--- src/rtl/alu16_sequencer.sv ---
// Two-cycle 16-bit operation sequencer over the CPU's 8-bit ALU.
// Handles ADD HL,rr / ADD SP,e8 / INC rr / DEC rr with valid/ready request and response.
module alu16_sequencer (
  input  logic        clk,
  input  logic        reset,
  input  logic        req_valid,
  output logic        req_ready,
  input  logic [1:0]  req_op,
  input  logic [15:0] req_a,
  input  logic [15:0] req_b,
  input  logic [3:0]  req_flags,
  output logic        resp_valid,
  input  logic        resp_ready,
  output logic [15:0] resp_result,
  output logic [3:0]  resp_flags,
  output logic [7:0]  alu_a,
  output logic [7:0]  alu_b,
  output logic [4:0]  alu_op,
  output logic [3:0]  alu_flag_in,
  output logic [2:0]  alu_bit_index,
  input  logic [7:0]  alu_out,
  input  logic [3:0]  alu_flag_out
);

  typedef enum logic [1:0] {S_IDLE, S_LO, S_HI, S_DONE} state_e;
  typedef enum logic [1:0] {OP_ADD16, OP_ADD_SP_E8, OP_INC16, OP_DEC16} op_e;

  localparam logic [4:0] ALU_ADD    = 5'b00000;
  localparam logic [4:0] ALU_ADC    = 5'b00001;
  localparam logic [4:0] ALU_SUB    = 5'b00010;
  localparam logic [4:0] ALU_SBC    = 5'b00011;
  localparam logic [4:0] ALU_COPY_A = 5'b11000;

  state_e      state_q, state_d;
  op_e         op_q, op_d;
  logic [15:0] a_q, a_d;
  logic [15:0] b_q, b_d;
  logic [3:0]  flags_q, flags_d;
  logic [7:0]  res_lo_q, res_lo_d;
  logic        c_lo_q, c_lo_d;
  logic        h_lo_q, h_lo_d;
  logic [15:0] result_q, result_d;
  logic [3:0]  rflags_q, rflags_d;

  // ALU Z/N outputs are never consumed; ADD16 Z comes from the captured flags.
  logic unused_alu_zn;
  assign unused_alu_zn = ^alu_flag_out[3:2];

  assign alu_bit_index = '0;
  assign resp_result   = result_q;
  assign resp_flags    = rflags_q;

  always_comb begin
    state_d     = state_q;
    op_d        = op_q;
    a_d         = a_q;
    b_d         = b_q;
    flags_d     = flags_q;
    res_lo_d    = res_lo_q;
    c_lo_d      = c_lo_q;
    h_lo_d      = h_lo_q;
    result_d    = result_q;
    rflags_d    = rflags_q;
    req_ready   = 1'b0;
    resp_valid  = 1'b0;
    alu_a       = '0;
    alu_b       = '0;
    alu_op      = ALU_COPY_A;
    alu_flag_in = '0;

    case (state_q)
      S_IDLE: begin
        req_ready = 1'b1;
        if (req_valid) begin
          op_d    = op_e'(req_op);
          a_d     = req_a;
          b_d     = req_b;
          flags_d = req_flags;
          state_d = S_LO;
        end
      end
      S_LO: begin
        alu_a  = a_q[7:0];
        alu_b  = (op_q == OP_INC16 || op_q == OP_DEC16) ? 8'h01 : b_q[7:0];
        alu_op = (op_q == OP_DEC16) ? ALU_SUB : ALU_ADD;
        res_lo_d = alu_out;
        c_lo_d   = alu_flag_out[0];
        h_lo_d   = alu_flag_out[1];
        state_d  = S_HI;
      end
      S_HI: begin
        alu_a       = a_q[15:8];
        alu_op      = (op_q == OP_DEC16) ? ALU_SBC : ALU_ADC;
        alu_flag_in = {3'b000, c_lo_q};
        case (op_q)
          OP_ADD16:     alu_b = b_q[15:8];
          OP_ADD_SP_E8: alu_b = {8{b_q[7]}};
          default:      alu_b = 8'h00;
        endcase
        result_d = {alu_out, res_lo_q};
        case (op_q)
          OP_ADD16:     rflags_d = {flags_q[3], 1'b0, alu_flag_out[1], alu_flag_out[0]};
          OP_ADD_SP_E8: rflags_d = {2'b00, h_lo_q, c_lo_q};
          default:      rflags_d = flags_q;
        endcase
        state_d = S_DONE;
      end
      S_DONE: begin
        resp_valid = 1'b1;
        if (resp_ready) state_d = S_IDLE;
      end
      default: state_d = S_IDLE;
    endcase
  end

  always_ff @(posedge clk) begin
    if (reset) begin
      state_q  <= S_IDLE;
      op_q     <= OP_ADD16;
      a_q      <= '0;
      b_q      <= '0;
      flags_q  <= '0;
      res_lo_q <= '0;
      c_lo_q   <= 1'b0;
      h_lo_q   <= 1'b0;
      result_q <= '0;
      rflags_q <= '0;
    end else begin
      state_q  <= state_d;
      op_q     <= op_d;
      a_q      <= a_d;
      b_q      <= b_d;
      flags_q  <= flags_d;
      res_lo_q <= res_lo_d;
      c_lo_q   <= c_lo_d;
      h_lo_q   <= h_lo_d;
      result_q <= result_d;
      rflags_q <= rflags_d;
    end
  end

endmodule

--- config.mk ---
export PLATFORM = sky130hd
export DESIGN_NAME = alu16_sequencer
export DESIGN_NICKNAME = d
export VERILOG_FILES = /design/src/rtl/alu16_sequencer.sv
export SDC_FILE = /design/constraint.sdc
export NUM_CORES = 1
export LEC_CHECK = 0
export BUFFER_PORTS_ARGS = -buffer_cell sky130_fd_sc_hd__buf_2
export CAP_MARGIN = 40
export CORE_MARGIN = 5
export CORE_UTILIZATION = 40
export CTS_BUF_LIST = sky130_fd_sc_hd__clkbuf_2 sky130_fd_sc_hd__clkbuf_4 sky130_fd_sc_hd__clkbuf_8
export CTS_CLUSTER_DIAMETER = 30
export DETAILED_ROUTE_END_ITERATION = 6
export GPL_ROUTABILITY_DRIVEN = 0
export HOLD_SLACK_MARGIN = 0.1
export MAX_ROUTING_LAYER = met4
export PLACE_DENSITY_LB_ADDON = 0.25
export REMOVE_ABC_BUFFERS = 1
export SYNTH_ARGS = -nofsm -noshare
export SYNTH_HDL_FRONTEND = slang
export SYNTH_SLANG_ARGS = --single-unit
--- constraint.sdc ---
create_clock -name clk -period 4.16 [get_ports clk]
set_input_delay 0.416 -clock clk [delete_from_list [all_inputs] [get_ports clk]]
set_output_delay 0.416 -clock clk [all_outputs]
set_load 0.02 [all_outputs]
# Word level (Yosys, flattened, before mapping)
# Index checks and enable logic that the tools add are counted.
[word_totals]
inputBits = 54
wordCells = 37
reg_bits = 70
[op_classes]
reduce_logical = 5
n_eq_ne = 8
n_mux = 14
[ops]
columns = ["cell", "n"]
rows = [
  ["8-bit case mux with 2 select lines", 3],
  ["5-bit case mux with 2 select lines", 1],
  ["2-bit == test (second input constant)", 4],
  ["2-bit two-way mux", 4],
  ["8-bit two-way mux", 1],
  ["2-bit case mux with 4 select lines", 1],
  ["4-bit case mux with 2 select lines", 1],
  ["2-bit by 1-bit == test with 1-bit output (second input constant)", 2],
  ["2-bit zero test", 2],
  ["2-bit inequality test (second input constant)", 2],
  ["2-bit AND reduction", 2],
  ["1-bit two-way mux", 3],
  ["1-bit logical OR", 1],
]

# Depth between registers and ports, before layout
# Gate-level depths: netlist (run 1).
[logic_depth]
ltp_word = 4
ltp_mapped = 7

# Worst setup path after synthesis (run 1)
# No wires, ideal clock.
[synth_path]
path_type = "flip-flop to output port"
from = "register state_q[0]"
to = "output port alu_a[0]"
stages_incl_launch_ff = 5
slack_ns = 2.261
arrival_ns = 1.483
path_buffers = 0
cell_sequence = "dfxtp_1 inv_1 ha_1 clkinv_1 nor2_1"
[synth_via]
elab_chain_len = 2
elab_cells_between_ends = 3
[synth_lines]
columns = ["element", "line_no", "text"]
rows = [
  ["start, declared", "34", "state_e state_q, state_d;"],
  ["start signal, assigned", "129", "state_q <= state_d;"],
  ["2-bit == test or 2-bit by 1-bit == test with 1-bit output (tied branches)", "71", "case (state_q)"],
  ["8-bit case mux with 2 select lines *", "71", ""],
  ["end, declared", "16", "output logic [7:0] alu_a,"],
]
# Every way passes the cells marked *; elsewhere a longest branch is shown, timed or not.

# Final worst setup path (run 1)
[layout_path]
from = "register state_q[0]"
to = "output port alu_a[6]"
# Same word-level chain as after synthesis.

==> results of run 1 <==
## registers in the layout, indices dropped and copies added, names as in the netlist
| signal | count |
|---|---|
| b_q | 16 |
| res_lo_q | 8 |
| op_q | 2 |
| c_lo_q | 1 |
| state_q | 2 |
| a_q | 16 |
| flags_q | 4 |
| h_lo_q | 1 |
| resp_result | 16 |
| resp_flags | 4 |
## cells in the mapped netlist
master	count	area (µm²)
a211oi_1	1	7.51
o2111a_1	1	11.3
nand2_2	20	125
buf_4	15	113
o211ai_1	1	7.51
buf_2	8	40.0
o2bb2ai_1	6	52.6
inv_1	2	7.51
o22ai_1	2	12.5
mux2_4	2	30.0
mux2i_1	26	260
a22oi_1	8	60.1
a21o_1	2	15.0
nand2_1	58	218
buf_12	3	60.1
ha_1	5	62.6
buf_6	1	11.3
clkbuf_2	1	5.00
a21oi_2	20	175
and2_4	1	8.76
nor2_2	1	6.26
a21oi_1	31	155
conb_1	1	3.75
dfxtp_1	70	1400
nand2b_1	8	50.1
nor3b_1	1	7.51
and2_1	2	12.5
clkinv_1	2	7.51
nand3b_2	1	11.3
nand3_1	2	10.0
o211ai_2	2	25.0
nor2_1	36	135
clkbuf_1	5	18.8
## power by group
part           internal, mW  switching [mW]  leakage, nW
clock network         0.352           0.263        0.108
logic                 0.296           0.538        0.898
registers             0.803          0.0797        0.572
## tightest hold or removal path, stage by stage
cell     delay (ps)
buf_2           100
nand2_2          50
a21oi_2          40
## worst max-delay path by stage
stage                            start        to  depth (start not counted)
2_1_floorplan  state_q[0]$_SDFFE_PP0P_  alu_b[0]                          4
4_1_cts        state_q[0]$_SDFFE_PP0P_  alu_a[2]                          6
3_3_place_gp   state_q[0]$_SDFFE_PP0P_  alu_a[2]                          6
5_1_grt        state_q[0]$_SDFFE_PP0P_  alu_a[1]                          6
6_report       state_q[0]$_SDFFE_PP0P_  alu_a[6]                          6
3_5_place_dp   state_q[0]$_SDFFE_PP0P_  alu_a[2]                          6
## kinds of logic after synthesis
logic type,share of synthesized area
adder cells (fa/ha/maj),0.0200
other,0.00120
flip-flops,0.448
multiplexers,0.0928
AO/OA/AOI/OAI,0.167
AND/OR/NAND/NOR,0.187
buffers and inverters,0.0840
## routing by layer
metal,share of wire,global-route usage,vias up
li1,-,-,1295
met1,0.45,0.182,1169
met2,0.50,0.258,59
met3,0.040,0.0304,11
met4,0.018,0.0672,0
met5,0,-,-
## final cells by class
class / count / area share
clock inverter: 6 / 0.0227
inverter: 4 / 0.00400
multi-input combinational: 244 / 0.396
clock buffer: 10 / 0.0367
tap: 102 / 0.0340
timing repair buffer: 98 / 0.133
sequential: 70 / 0.373
==> metrics.txt, run 1 <==
worst-case clock buffer depth 2; arrival time worst endpoint 2020 ps; Data required, critical path between 3000 and 4000 ps; hold_ws slightly above 300 ps; Syn Area/Cell 9.06 µm²; setup TNS 0 ps; Crit path max-delay family buffers and inverters; slew of the pin with the lowest slew margin about 760 ps; die area 9690 µm²; min-delay src req_flags[2]; Site Rows 32; post-route total power 2.33 mW; antenna violations before repair 0; post-DP HPWL 4.84 mm; worst r2r src state_q[0]$_SDFFE_PP0P_; global route overflow 0; final WL 7.26 mm; max_cap viols 0; Total GRT Usage 0.155; Worst setup SP type flop; routed vias/inst between 4 and 5; area grow syn2layout 20.1%; critical path class flop to output port; CP cell instances inv_1 -> ha_2 -> buf_4 -> a22oi_1 -> nor2_1 -> buf_2; fill count around 780; Largest stage delay, worst path ~400 ps; storage element area between 1000 and 1500 µm²; Nets about 490; Detail Route Antenna Nets 0; DP Area 3530 µm²; Core Util, Final 0.488; skew final 7.94 ps; worst r2r dst resp_result[3]$_SDFFE_PP0N_; combined area of the multi-input logic cells roughly 1500 µm²; number of remaining DRC errors 0; commonest non-fill, non-tap cell in the layout buf_2; H-tree depth 3; FF-to-FF path depth 5; core area around 7700 µm²; Fin. Hold Viols 0; Worst path slowest cell buf_4; r2r setup slk 2510 ps; Pleak ~1.6 nW; drt first-iter violations ~110; Power Dens Cells between 600 and 700 nW/µm²; Worst VDD drop ~0.25 mV; Routed WL per cell 13.6 µm; Root Buffer clkbuf_8; DP Worst Slack 2050 ps; die span in x 98.4 µm; port bufs between 90 and 100; synth warn 0; Worst-path clk slew 80 ps; DR pass1 iterations 4; CTS tree done; Setup Fix Bufs, Post-CTS 0; unrepaired setup endpoints after global routing no; Setup Viol. Count Final 0; max_slew headroom 0.495; most frequent cells in the layout buf_2 (94), dfxtp_1 (70), nand2_1 (58); crit path buf inv count 3; Crit Path Max Fanout 24; final instance area ~3800 µm²; number of cells in the finished layout apart from fillers about 530; # placed instances 518; Hold WC Path Type input port to flop; post-CTS resize count 0; register area share after synthesis 0.448; Worst-Skew Late Latency 340 ps; CTS Sinks 70; Synth Instances 345; initial core utilization 0.407; register bit total from synthesis 70; ant diodes 0; global-route wire length before repair ~12 mm; Die Y 98.4 µm; total CTS buffers 9; layout cells sized above 1 0.375; fin worst setup slack roughly 1700 ps; pin count of the biggest net entering global routing 42; max frequency 410 MHz; max-slew violations 0; vias post-DR 2534; hold path depth 3; WHS Endpoint flags_q[2]$_SDFFE_PP0P_; hold_buf cts 0; vias in the first global route between 2000 and 3000; Unique masters post-synth 33; Mapped Area 3130 µm²; fin crit period 2440 ps; period utilization 0.587; Worst setup EP type output port; status complete, no violations; IO Pins 104
Note: power is estimated with default switching activity, not from simulation.
==> run 2: changes to the inputs <==
==> constraint.sdc (replaced) <==
create_clock -name clk -period 2.4 [get_ports clk]
set_input_delay 0.24 -clock clk [delete_from_list [all_inputs] [get_ports clk]]
set_output_delay 0.24 -clock clk [all_outputs]
set_load 0.02 [all_outputs]
==> run 2 against run 1 <==
Against the previous run: highest routed layer unchanged; clock power up 84%; hold slack lost 170 ps; largest power group unchanged; first-iteration DRC count shrank 10%; clock skew decreased by 0.80 ps; register-to-register slack lost 1800 ps; critical path type unchanged; critical endpoint is now alu_b[7]; critical path depth stayed put; setup slack worse by 1600 ps.
==> metrics.txt, run 2 (synthesis results as in run 1) <==
DP Area 3550 µm²; Pleak 1.60 nW; most frequent cells in the layout buf_2 (94), dfxtp_1 (70), nand2_1 (58); FF-to-FF path depth 6; period utilization 0.946; Nets 489; final instance area ~3800 µm²; max_slew headroom 0.613; H-tree depth 3; Worst-Skew Late Latency between 300 and 400 ps; commonest non-fill, non-tap cell in the layout buf_2; global route overflow 0; Data required, critical path 2160 ps; Root Buffer clkbuf_8; Site Rows 32; Worst-path clk slew 80 ps; core area 7690 µm²; antenna violations before repair 0; Largest stage delay, worst path 430 ps; Hold WC Path Type input port to flop; Setup Fix Bufs, Post-CTS 0; Setup Viol. Count Final 0; CTS Sinks 70; fin crit period 2270 ps; Worst setup EP type output port; worst-case clock buffer depth 2; vias in the first global route 2509; WHS Endpoint b_q[5]$_SDFFE_PP0P_; global-route wire length before repair 12.0 mm; Crit Path Max Fanout 9; max_cap viols 0; IO Pins 104; Worst path slowest cell ha_1; CP cell instances inv_1 -> ha_1 -> nand3b_2 -> nor3b_1 -> a21o_1 -> buf_2; setup TNS 0 ps; DR pass1 iterations 4; initial core utilization 0.407; post-DP HPWL 4.94 mm; Die Y 98.4 µm; worst r2r dst resp_result[11]$_SDFFE_PP0N_; final WL approximately 7.3 mm; fin worst setup slack about 130 ps; vias post-DR 2581; Detail Route Antenna Nets 0; status complete, no violations; port bufs 94; max frequency 441 MHz; die area just under 10000 µm²; area grow syn2layout 21.5%; hold path depth 3; arrival time worst endpoint just over 2000 ps; Total GRT Usage 0.156; Worst setup SP type flop; number of remaining DRC errors 0; fill count between 700 and 800; slew of the pin with the lowest slew margin 580 ps; ant diodes 0; pin count of the biggest net entering global routing 39; die span in x 98.4 µm; max-slew violations 0; Worst VDD drop 0.518 mV; unrepaired setup endpoints after global routing yes; Routed WL per cell 13.6 µm; Power Dens Cells 1090 nW/µm²; routed vias/inst about 4.8; total CTS buffers 9; DP Worst Slack approximately 540 ps; Fin. Hold Viols 0; layout cells sized above 1 0.380; drt first-iter violations 97; r2r setup slk 730 ps; min-delay src req_b[5]; worst r2r src state_q[0]$_SDFFE_PP0P_; skew final ~7.1 ps; CTS tree done; critical path class flop to output port
## run 2: through the flow
stage               hold WS (ps)  power (mW)  std cells  utilization
floorplan                    302        2.56        318            -
global route                 116        4.40        536        0.494
CTS                          116        4.16        536        0.493
global placement             442        3.00        521        0.462
detailed placement           447        3.03        521        0.462
finish                       132        4.14        536        0.494
## run 2: layout make-up
cell class	count	area, µm²	share of cell area
Clock buffer	9	124	0.0326
Clock inverter	6	111	0.0293
Inverter	4	18.8	0.00494
Multi-Input combinational cell	244	1490	0.393
Sequential cell	70	1400	0.369
Tap cell	102	128	0.0336
Timing Repair Buffer	101	523	0.138
## run 2: worst max path at each step
stage / startpoint / endpoint / slack, ps / depth (start not counted)
after CTS: state_q[0]$_SDFFE_PP0P_ / alu_a[5] / 140 / 5
after global placement: state_q[0]$_SDFFE_PP0P_ / alu_b[7] / 570 / 6
after detailed placement: state_q[0]$_SDFFE_PP0P_ / alu_a[2] / 540 / 5
after global routing: state_q[0]$_SDFFE_PP0P_ / alu_b[7] / -30 / 6
final: state_q[0]$_SDFFE_PP0P_ / alu_b[7] / 130 / 6
after floorplan: state_q[0]$_SDFFE_PP0P_ / alu_b[0] / 50 / 4
## run 2: critical path, delay by kind of cell (launching register included)
kind | cells | cell delay, ps
compound gates | 1 | 120
fa+ha+maj | 1 | 430
buf+inv | 2 | 260
flops | 1 | 400
simple gates | 2 | 490
## run 2: layer usage
| layer | share of wire | up-vias | GRT usage |
|---|---|---|---|
| li1 | - | 1302 | - |
| met1 | 0.46 | 1201 | 0.198 |
| met2 | 0.47 | 70 | 0.243 |
| met3 | 0.045 | 8 | 0.0290 |
| met4 | 0.016 | 0 | 0.0683 |
| met5 | 0 | - | - |
## run 2: timing repair
action | in CTS | in global routing
gates resized for setup | 0 | 2
endpoints found under the hold margin | 0 | 0
hold buffers | 0 | 0
endpoints found under the setup margin | 0 | 2
## run 2: where the power goes
group / total (mW) / switching [mW] / internal [mW]
logic: 1.49 / 0.964 / 0.529
registers: 1.52 / 0.125 / 1.39
clock network: 1.13 / 0.444 / 0.684
